===== config.mk =====
export PLATFORM = sky130hd
export DESIGN_NAME = mmio_display_ctrl
export DESIGN_NICKNAME = d
export VERILOG_FILES = /design/src/rtl/mmio_display_ctrl.sv
export SDC_FILE = /design/constraint.sdc
export NUM_CORES = 1
export LEC_CHECK = 0
export CORE_UTILIZATION = 39
export DETAILED_ROUTE_END_ITERATION = 10
export PLACE_DENSITY = 0.64
export SLEW_MARGIN = 15
export SYNTH_ARGS = -nofsm -noshare
export SYNTH_HDL_FRONTEND = slang
export SYNTH_SLANG_ARGS = --single-unit
export TNS_END_PERCENT = 100

===== constraint.sdc =====
create_clock -name clk -period 9.03 [get_ports clk]
set_clock_uncertainty 0.05 [all_clocks]
set_input_delay 1.3545 -clock clk [delete_from_list [all_inputs] [get_ports clk]]
set_output_delay 1.3545 -clock clk [all_outputs]
set_load 0.01 [all_outputs]

===== src/rtl/mmio_display_ctrl.sv =====
// MMIO block for buttons, switches and an 8-digit seven-segment display.
// Register reads are combinational; display outputs are registered and time-multiplexed.
module mmio_display_ctrl #(
  parameter int SCAN_DIV = 100000
) (
  input  logic        clk,
  input  logic        reset,
  input  logic        io_en,
  input  logic [3:0]  adr,
  input  logic        memwrite,
  input  logic [31:0] writedata,
  output logic [31:0] readdata,
  input  logic        L,
  input  logic        R,
  input  logic [15:0] SW,
  output logic [7:0]  AN,
  output logic        DP,
  output logic [6:0]  A2G
);

  localparam int CW = $clog2(SCAN_DIV);
  localparam logic [CW-1:0] CNT_MAX = CW'(SCAN_DIV - 1);

  logic [2:0]    l_sync, r_sync;
  logic [15:0]   sw_meta, sw_s;
  logic          l_pend, r_pend;
  logic [31:0]   ddata;
  logic [16:0]   dctrl;
  logic [2:0]    idx, idx_n;
  logic [CW-1:0] cnt, cnt_n;
  logic          wr, st_wr, l_rise, r_rise;
  logic          lit;
  logic [3:0]    nib;
  logic          adr_unused;

  assign adr_unused = ^adr[1:0];
  assign wr     = io_en & memwrite;
  assign st_wr  = wr & (adr[3:2] == 2'd0);
  // [1] is the synchronized level, [2] its previous value for edge detection
  assign l_rise = l_sync[1] & ~l_sync[2];
  assign r_rise = r_sync[1] & ~r_sync[2];

  function automatic logic [6:0] hex7(input logic [3:0] v);
    case (v)
      4'h0: hex7 = 7'b0000001;
      4'h1: hex7 = 7'b1001111;
      4'h2: hex7 = 7'b0010010;
      4'h3: hex7 = 7'b0000110;
      4'h4: hex7 = 7'b1001100;
      4'h5: hex7 = 7'b0100100;
      4'h6: hex7 = 7'b0100000;
      4'h7: hex7 = 7'b0001111;
      4'h8: hex7 = 7'b0000000;
      4'h9: hex7 = 7'b0000100;
      4'hA: hex7 = 7'b0001000;
      4'hB: hex7 = 7'b1100000;
      4'hC: hex7 = 7'b0110001;
      4'hD: hex7 = 7'b1000010;
      4'hE: hex7 = 7'b0110000;
      default: hex7 = 7'b0111000;
    endcase
  endfunction

  always_ff @(posedge clk) begin
    if (reset) begin
      l_sync  <= '0;
      r_sync  <= '0;
      sw_meta <= '0;
      sw_s    <= '0;
      l_pend  <= 1'b0;
      r_pend  <= 1'b0;
      ddata   <= '0;
      dctrl   <= 17'h000FF;
    end else begin
      l_sync  <= {l_sync[1:0], L};
      r_sync  <= {r_sync[1:0], R};
      sw_meta <= SW;
      sw_s    <= sw_meta;
      // a new edge overrides a simultaneous write-1-to-clear
      l_pend  <= (l_pend & ~(st_wr & writedata[1])) | l_rise;
      r_pend  <= (r_pend & ~(st_wr & writedata[0])) | r_rise;
      if (wr && adr[3:2] == 2'd2) ddata <= writedata;
      if (wr && adr[3:2] == 2'd3) dctrl <= writedata[16:0];
    end
  end

  always_comb begin
    readdata = 32'h0;
    if (io_en) begin
      case (adr[3:2])
        2'd0:    readdata = {30'h0, l_pend, r_pend};
        2'd1:    readdata = {16'h0, sw_s};
        2'd2:    readdata = ddata;
        default: readdata = {15'h0, dctrl};
      endcase
    end
  end

  always_comb begin
    cnt_n = cnt - CW'(1);
    idx_n = idx;
    if (cnt == '0) begin
      cnt_n = CNT_MAX;
      idx_n = idx + 3'd1;
    end
  end

  assign lit = dctrl[idx_n] & ~dctrl[16];
  assign nib = ddata[{idx_n, 2'b00} +: 4];

  always_ff @(posedge clk) begin
    if (reset) begin
      idx <= '0;
      cnt <= CNT_MAX;
      AN  <= 8'hFF;
      A2G <= 7'h7F;
      DP  <= 1'b1;
    end else begin
      idx <= idx_n;
      cnt <= cnt_n;
      AN  <= lit ? ~(8'b1 << idx_n) : 8'hFF;
      A2G <= lit ? hex7(nib) : 7'h7F;
      DP  <= lit ? ~dctrl[8 + idx_n] : 1'b1;
    end
  end

endmodule

# After elaboration in Yosys (flattened, before gate mapping)
# Memories as Yosys holds them, arrays and structs flattened. A register that Yosys moved wholly into a read port is not among the register bits.
# Index checks and enable logic that the tools add are counted.
[op_classes]
reduce_logical = 6
order_cmp = 2
eq_ne = 3
shift = 2
add_sub_neg = 3
mux = 7
bitwise = 19
[ops]
columns = ["cell", "n"]
rows = [
  ["case mux 32 bit (3 select lines)", 1],
  ["2-to-1 mux 32 bit", 1],
  ["indexed part select 32 x 6 -> 4 bit", 1],
  ["zero test 17 bit", 1],
  ["subtractor 17 x 1 -> 17 bit, second input constant", 1],
  ["AND 1 bit", 9],
  ["inverter 8 bit", 1],
  ["<< shifter 1 x 3 -> 8 bit, first input constant", 1],
  ["inverter 1 bit", 7],
  ["less-than comparator 3 x 6 -> 1 bit, second input constant", 1],
  ["less-than comparator 5 x 6 -> 1 bit, second input constant", 1],
  ["adder 4 x 3 -> 5 bit, first input constant", 1],
  ["binary-select mux 1 bit (select 5 bit)", 1],
  ["== test 2 bit, second input constant", 2],
  ["OR reduction 2 bit", 2],
  ["adder 3 x 1 -> 3 bit, second input constant", 1],
  ["binary-select mux 1 bit (select 3 bit)", 1],
  ["2-to-1 mux 3 bit", 1],
  ["== test 2 x 1 -> 1 bit, second input constant", 1],
  ["logical AND 1 bit", 2],
  ["zero test 2 bit", 1],
  ["2-to-1 mux 1 bit", 2],
  ["OR 1 bit", 2],
]
[word_totals]
word_cells = 55
mem_count = 1
rom_bits = 112
out_inout_bits = 48
reg_bits = 118
[memory_table]
columns = ["memory", "depth", "width", "read_ports", "rd_clocked_by_memory_dff", "wr", "line", "source"]
rows = [
  ["(no name shown)", 16, 7, 1, 1, 0, "44", "case (v)"],
]

# Logic depth before layout (Yosys ltp)
[logic_depth]
depth_word = 7
mapped_depth = 15
mapped_depth_nobuf = 14

# Worst setup path before layout
# OpenSTA, ideal clock, no wires.
[synth_path]
path_kind = "input to output"
start = "in adr[2]"
end = "out readdata[10]"
t_arrival_ns = 2.647
setup_slack_ns = 4.978
path_buffers = 2
cell_stages = 6
path_cell_list = "clkbuf_1 > inv_1 > nor2_1 > clkbuf_1 > a22oi_1 > nor2b_1"
[synth_via]
elab_chain_cells = 3
[synth_rtl]
columns = ["item", "line", "source"]
rows = [
  ["start: declaration", "9", "input logic [3:0] adr,"],
  ["== test 2 bit (tied with other cells)", "90", "case (adr[3:2])"],
  ["case mux 32 bit (3 select lines) *", "90", ""],
  ["2-to-1 mux 32 bit *", "89", "if (io_en) begin"],
  ["end: declaration", "12", "output logic [31:0] readdata,"],
]
# Every way passes the cells marked *; elsewhere a longest branch is shown, timed or not.

# Worst setup path in the final report
[layout_path]
start = "in adr[3]"
end = "out readdata[17]"
# Same word-level chain as after synthesis.

==> metrics <==
status finished clean; Comb power frac 7.2%; Root Driver clkbuf_16; die width 120 um; fin worst setup slack 3.70 ns; switch share 22.8%; ANT nets after route 0; worst reg2reg path depth 14; sequential power share 43.4%; EDFF count, synth 0; synth warn 0; leakage power 2.60 nW; post-synthesis register bit count 125; largest area contributor in the netlist dfxtp_1; vias in the first global route 4475; H-tree levels 4; post-synthesis sequential area ratio 46.4%; Slew Limit Fails 0; Fmax 0.188 GHz; max-capacitance violation count 0; clk_lat worst skew 0.42 ns; std cell rows 42; most frequent CP cell clkdlybuf4s50_1; first-pass GRT wire length 21800 um; Synth Area in XOR/XNOR 1.30%; WS Path Type in -> out; routed length per placed instance 15.0 um; placed cells 867; layout cell share with drive strength beyond 1 10.5%; Compound-Gate Fraction of Synth Area 13.0%; ranking of synthesized cells by area dfxtp_1, nand2_1, nor2b_1, a21oi_1, mux2_2; TritonCTS Buffers 17; min-delay src cnt[0]$_SDFF_PP1_; switching pwr 0.000303 W; final hold violations 0; GRT Overall Usage 19.7%; Clk pin slew, worst setup/hold paths 0.05 ns; Setup TNS Final 0 ns; syn avg cell area 8.73 um^2; Adder-Cell Fraction of Synth Area 2.09%; area grow syn2layout 31.6%; top-area cell type share of the netlist area 46.4%; Critical Path RT 7.63 ns; initial antenna violation count 0; PwrDens 187 nW/um^2; hold buffers post-CTS 0; R2R Path End A2G[3]$_SDFF_PP1_; I/O pins 106; Worst Hold End cnt[0]$_SDFF_PP1_; # resized after CTS 0; crit-path max FO 21; largest net degree at the start of global routing 95; Avg Vias per Cell 5.07; grt total ovfl 0; Final setup viols 0; antenna cells 0; Synth async-reset ratio 0%; r2r startpoint cnt[0]$_SDFF_PP1_; slowest CP cell clkdlybuf4s50_1; CP Capture Type output port; Layout Nets 777; synth unique cells 53; die span in y 120 um; worst hold path class reg -> reg; Top FF cell, synth dfxtp_1; Longest Clk Path Bufs 2; Post-Synth Simple-Gate Area 26.2%; cells after synthesis 618; DP HPWL 9430 um; full die area 14300 um^2; CTS tree built; crit path DAT 3.93 ns; Vias 4557; Placement Setup Slack 3.70 ns; RSZ-0062 raised after global routing no; Starting Density 40.4%; min cycle time layout 5.33 ns; post-synthesis mux area share 6.84%; R2R setup slack 4.90 ns; Tightest Pin Transition 1.01 ns; Worst path max stage delay 0.93 ns; relative slew slack 32.8%; crit-path cells clkdlybuf4s50_1, nand2_1, nor2_1, and2_1, clkdlybuf4s50_1; Worst path top cell family by delay buffers and inverters; area of the mapped netlist 5400 um^2; Max rail drop VDD 0.157 mV; main combinational cell family by area after synthesis simple AND/OR/NAND/NOR gates; gpl congestion 0.885; Clk pwr share 49.3%; initial DRC count 376; clk sinks 125; residual DRC count 0; port bufs 103; CP Buf/Inv Count 2; final wirelength 13500 um; core area 13300 um^2; setup bufs post-CTS 0; drt first pass iters 4; period utilization 59.0%; crit start category primary input; Post-Syn Nets 685; Finished Layout Cells 899; Hold Crit Depth 1; internal power 0.00102 W
==> state kept, by name (all words and copies together), names as in the netlist, 7 cells and up <==
name	flops
A2G	7
AN	8
cnt	17
dctrl	17
ddata	32
sw_meta	16
sw_s	16
==> stage by stage <==
stage | utilization [%] | hold slack [ns] | power, W | area [um^2]
finish | 53.2 | 0.348 | 0.00133 | 7100
global route | 53.2 | 0.384 | 0.00137 | 7100
CTS | 53.2 | 0.353 | 0.00134 | 7100
detailed placement | 48.9 | 0.340 | 0.000684 | 6530
global placement | 48.9 | 0.332 | 0.000682 | 6530
floorplan | - | 0.321 | 0.000635 | 5400
==> synthesized netlist by cell type (2+ instances only) <==
| cell | count |
|---|---|
| a211o_1 | 6 |
| a21oi_1 | 48 |
| a222oi_1 | 8 |
| a22oi_1 | 14 |
| a31oi_1 | 4 |
| and2_1 | 16 |
| and2_4 | 2 |
| and3_1 | 3 |
| buf_6 | 3 |
| clkbuf_1 | 30 |
| dfxtp_1 | 125 |
| ha_1 | 9 |
| inv_1 | 19 |
| mux2_2 | 17 |
| mux2i_1 | 9 |
| mux2i_2 | 2 |
| mux4_2 | 2 |
| nand2_1 | 120 |
| nand2b_1 | 5 |
| nand3_1 | 8 |
| nand3b_1 | 2 |
| nand4_1 | 2 |
| nor2_1 | 38 |
| nor2b_1 | 56 |
| nor3_1 | 8 |
| nor4_1 | 4 |
| nor4b_2 | 2 |
| o211ai_1 | 2 |
| o21ai_0 | 7 |
| o21ai_1 | 4 |
| o22ai_1 | 8 |
| o31ai_1 | 2 |
| or2_2 | 5 |
| or3_1 | 3 |
| xnor2_1 | 6 |
| xor2_1 | 2 |
==> worst max-delay path by stage <==
stage	start	endpoint	slack [ns]	cells after the start
floorplan	adr[2]	readdata[10]	4.98	6
global placement	adr[3]	readdata[9]	3.73	5
detailed placement	adr[3]	readdata[5]	3.70	5
CTS	adr[3]	readdata[7]	3.66	5
global route	adr[3]	readdata[5]	3.44	5
finish	adr[3]	readdata[17]	3.70	5
==> final cells by class <==
class,count,area (um^2)
Fill cell,1259,6250
Clock inverter,15,150
Clock buffer,17,425
Sequential cell,125,2500
Inverter,19,71.3
Multi-Input combinational cell,440,2680
Tap cell,176,220
Timing Repair Buffer,107,1060
==> cells in the final DEF, fill, tap and decap left out, drive strengths merged, types with 9 or more instances in the layout <==
| master | instances |
|---|---|
| o21ai | 11 |
| clkbuf | 17 |
| ha | 9 |
| nor2 | 38 |
| mux2i | 11 |
| a22oi | 14 |
| a21oi | 48 |
| inv | 19 |
| mux2 | 18 |
| nor2b | 56 |
| and2 | 18 |
| clkdlybuf4s50 | 102 |
| nand2 | 120 |
| dfxtp | 125 |
==> power groups by stage <==
stage | sequential [W] | clock (W) | combinational [W]
5_1_grt | 0.000578 | 0.000692 | 0.000105
2_1_floorplan | 0.000588 | 0 | 0.0000477
3_5_place_dp | 0.000588 | 0 | 0.0000959
6_report | 0.000577 | 0.000655 | 0.0000959
3_3_place_gp | 0.000588 | 0 | 0.0000943
4_1_cts | 0.000576 | 0.000670 | 0.0000968
==> worst reg2reg max path, cell delays in order, from the launching register on <==
cell       delay [ns]
dfxtp_1          0.32
inv_1            0.08
ha_1             0.17
nor4b_1          0.26
and4_4           0.40
mux2_2           0.46
a222oi_1         0.60
mux2i_1          0.14
a21oi_1          0.54
inv_1            0.15
ha_1             0.25
inv_1            0.09
nor3_1           0.07
a2111oi_2        0.34
a41oi_1          0.09
==> routing by layer <==
layer  GRT usage [%]  wire length [um]  vias up  part of all wire [%]
met5               0                 0        -                     0
met2            30.9              6300      136                    47
met1            25.1              6120     2107                    45
met3            6.04               852       17                   6.3
met4            7.97               201        0                   1.5
li1                -                 -     2297                     -
==> logic make-up (layout without fill, tap and decap cells) <==
kind of cell	Yosys count	after routing
simple gates	282	282
flops	125	125
compound gates	110	110
buf+inv	53	158
mux	31	31
fa+ha+maj	9	9
xor+xnor	8	8
No activity file was read; power rests on OpenSTA's default activity.
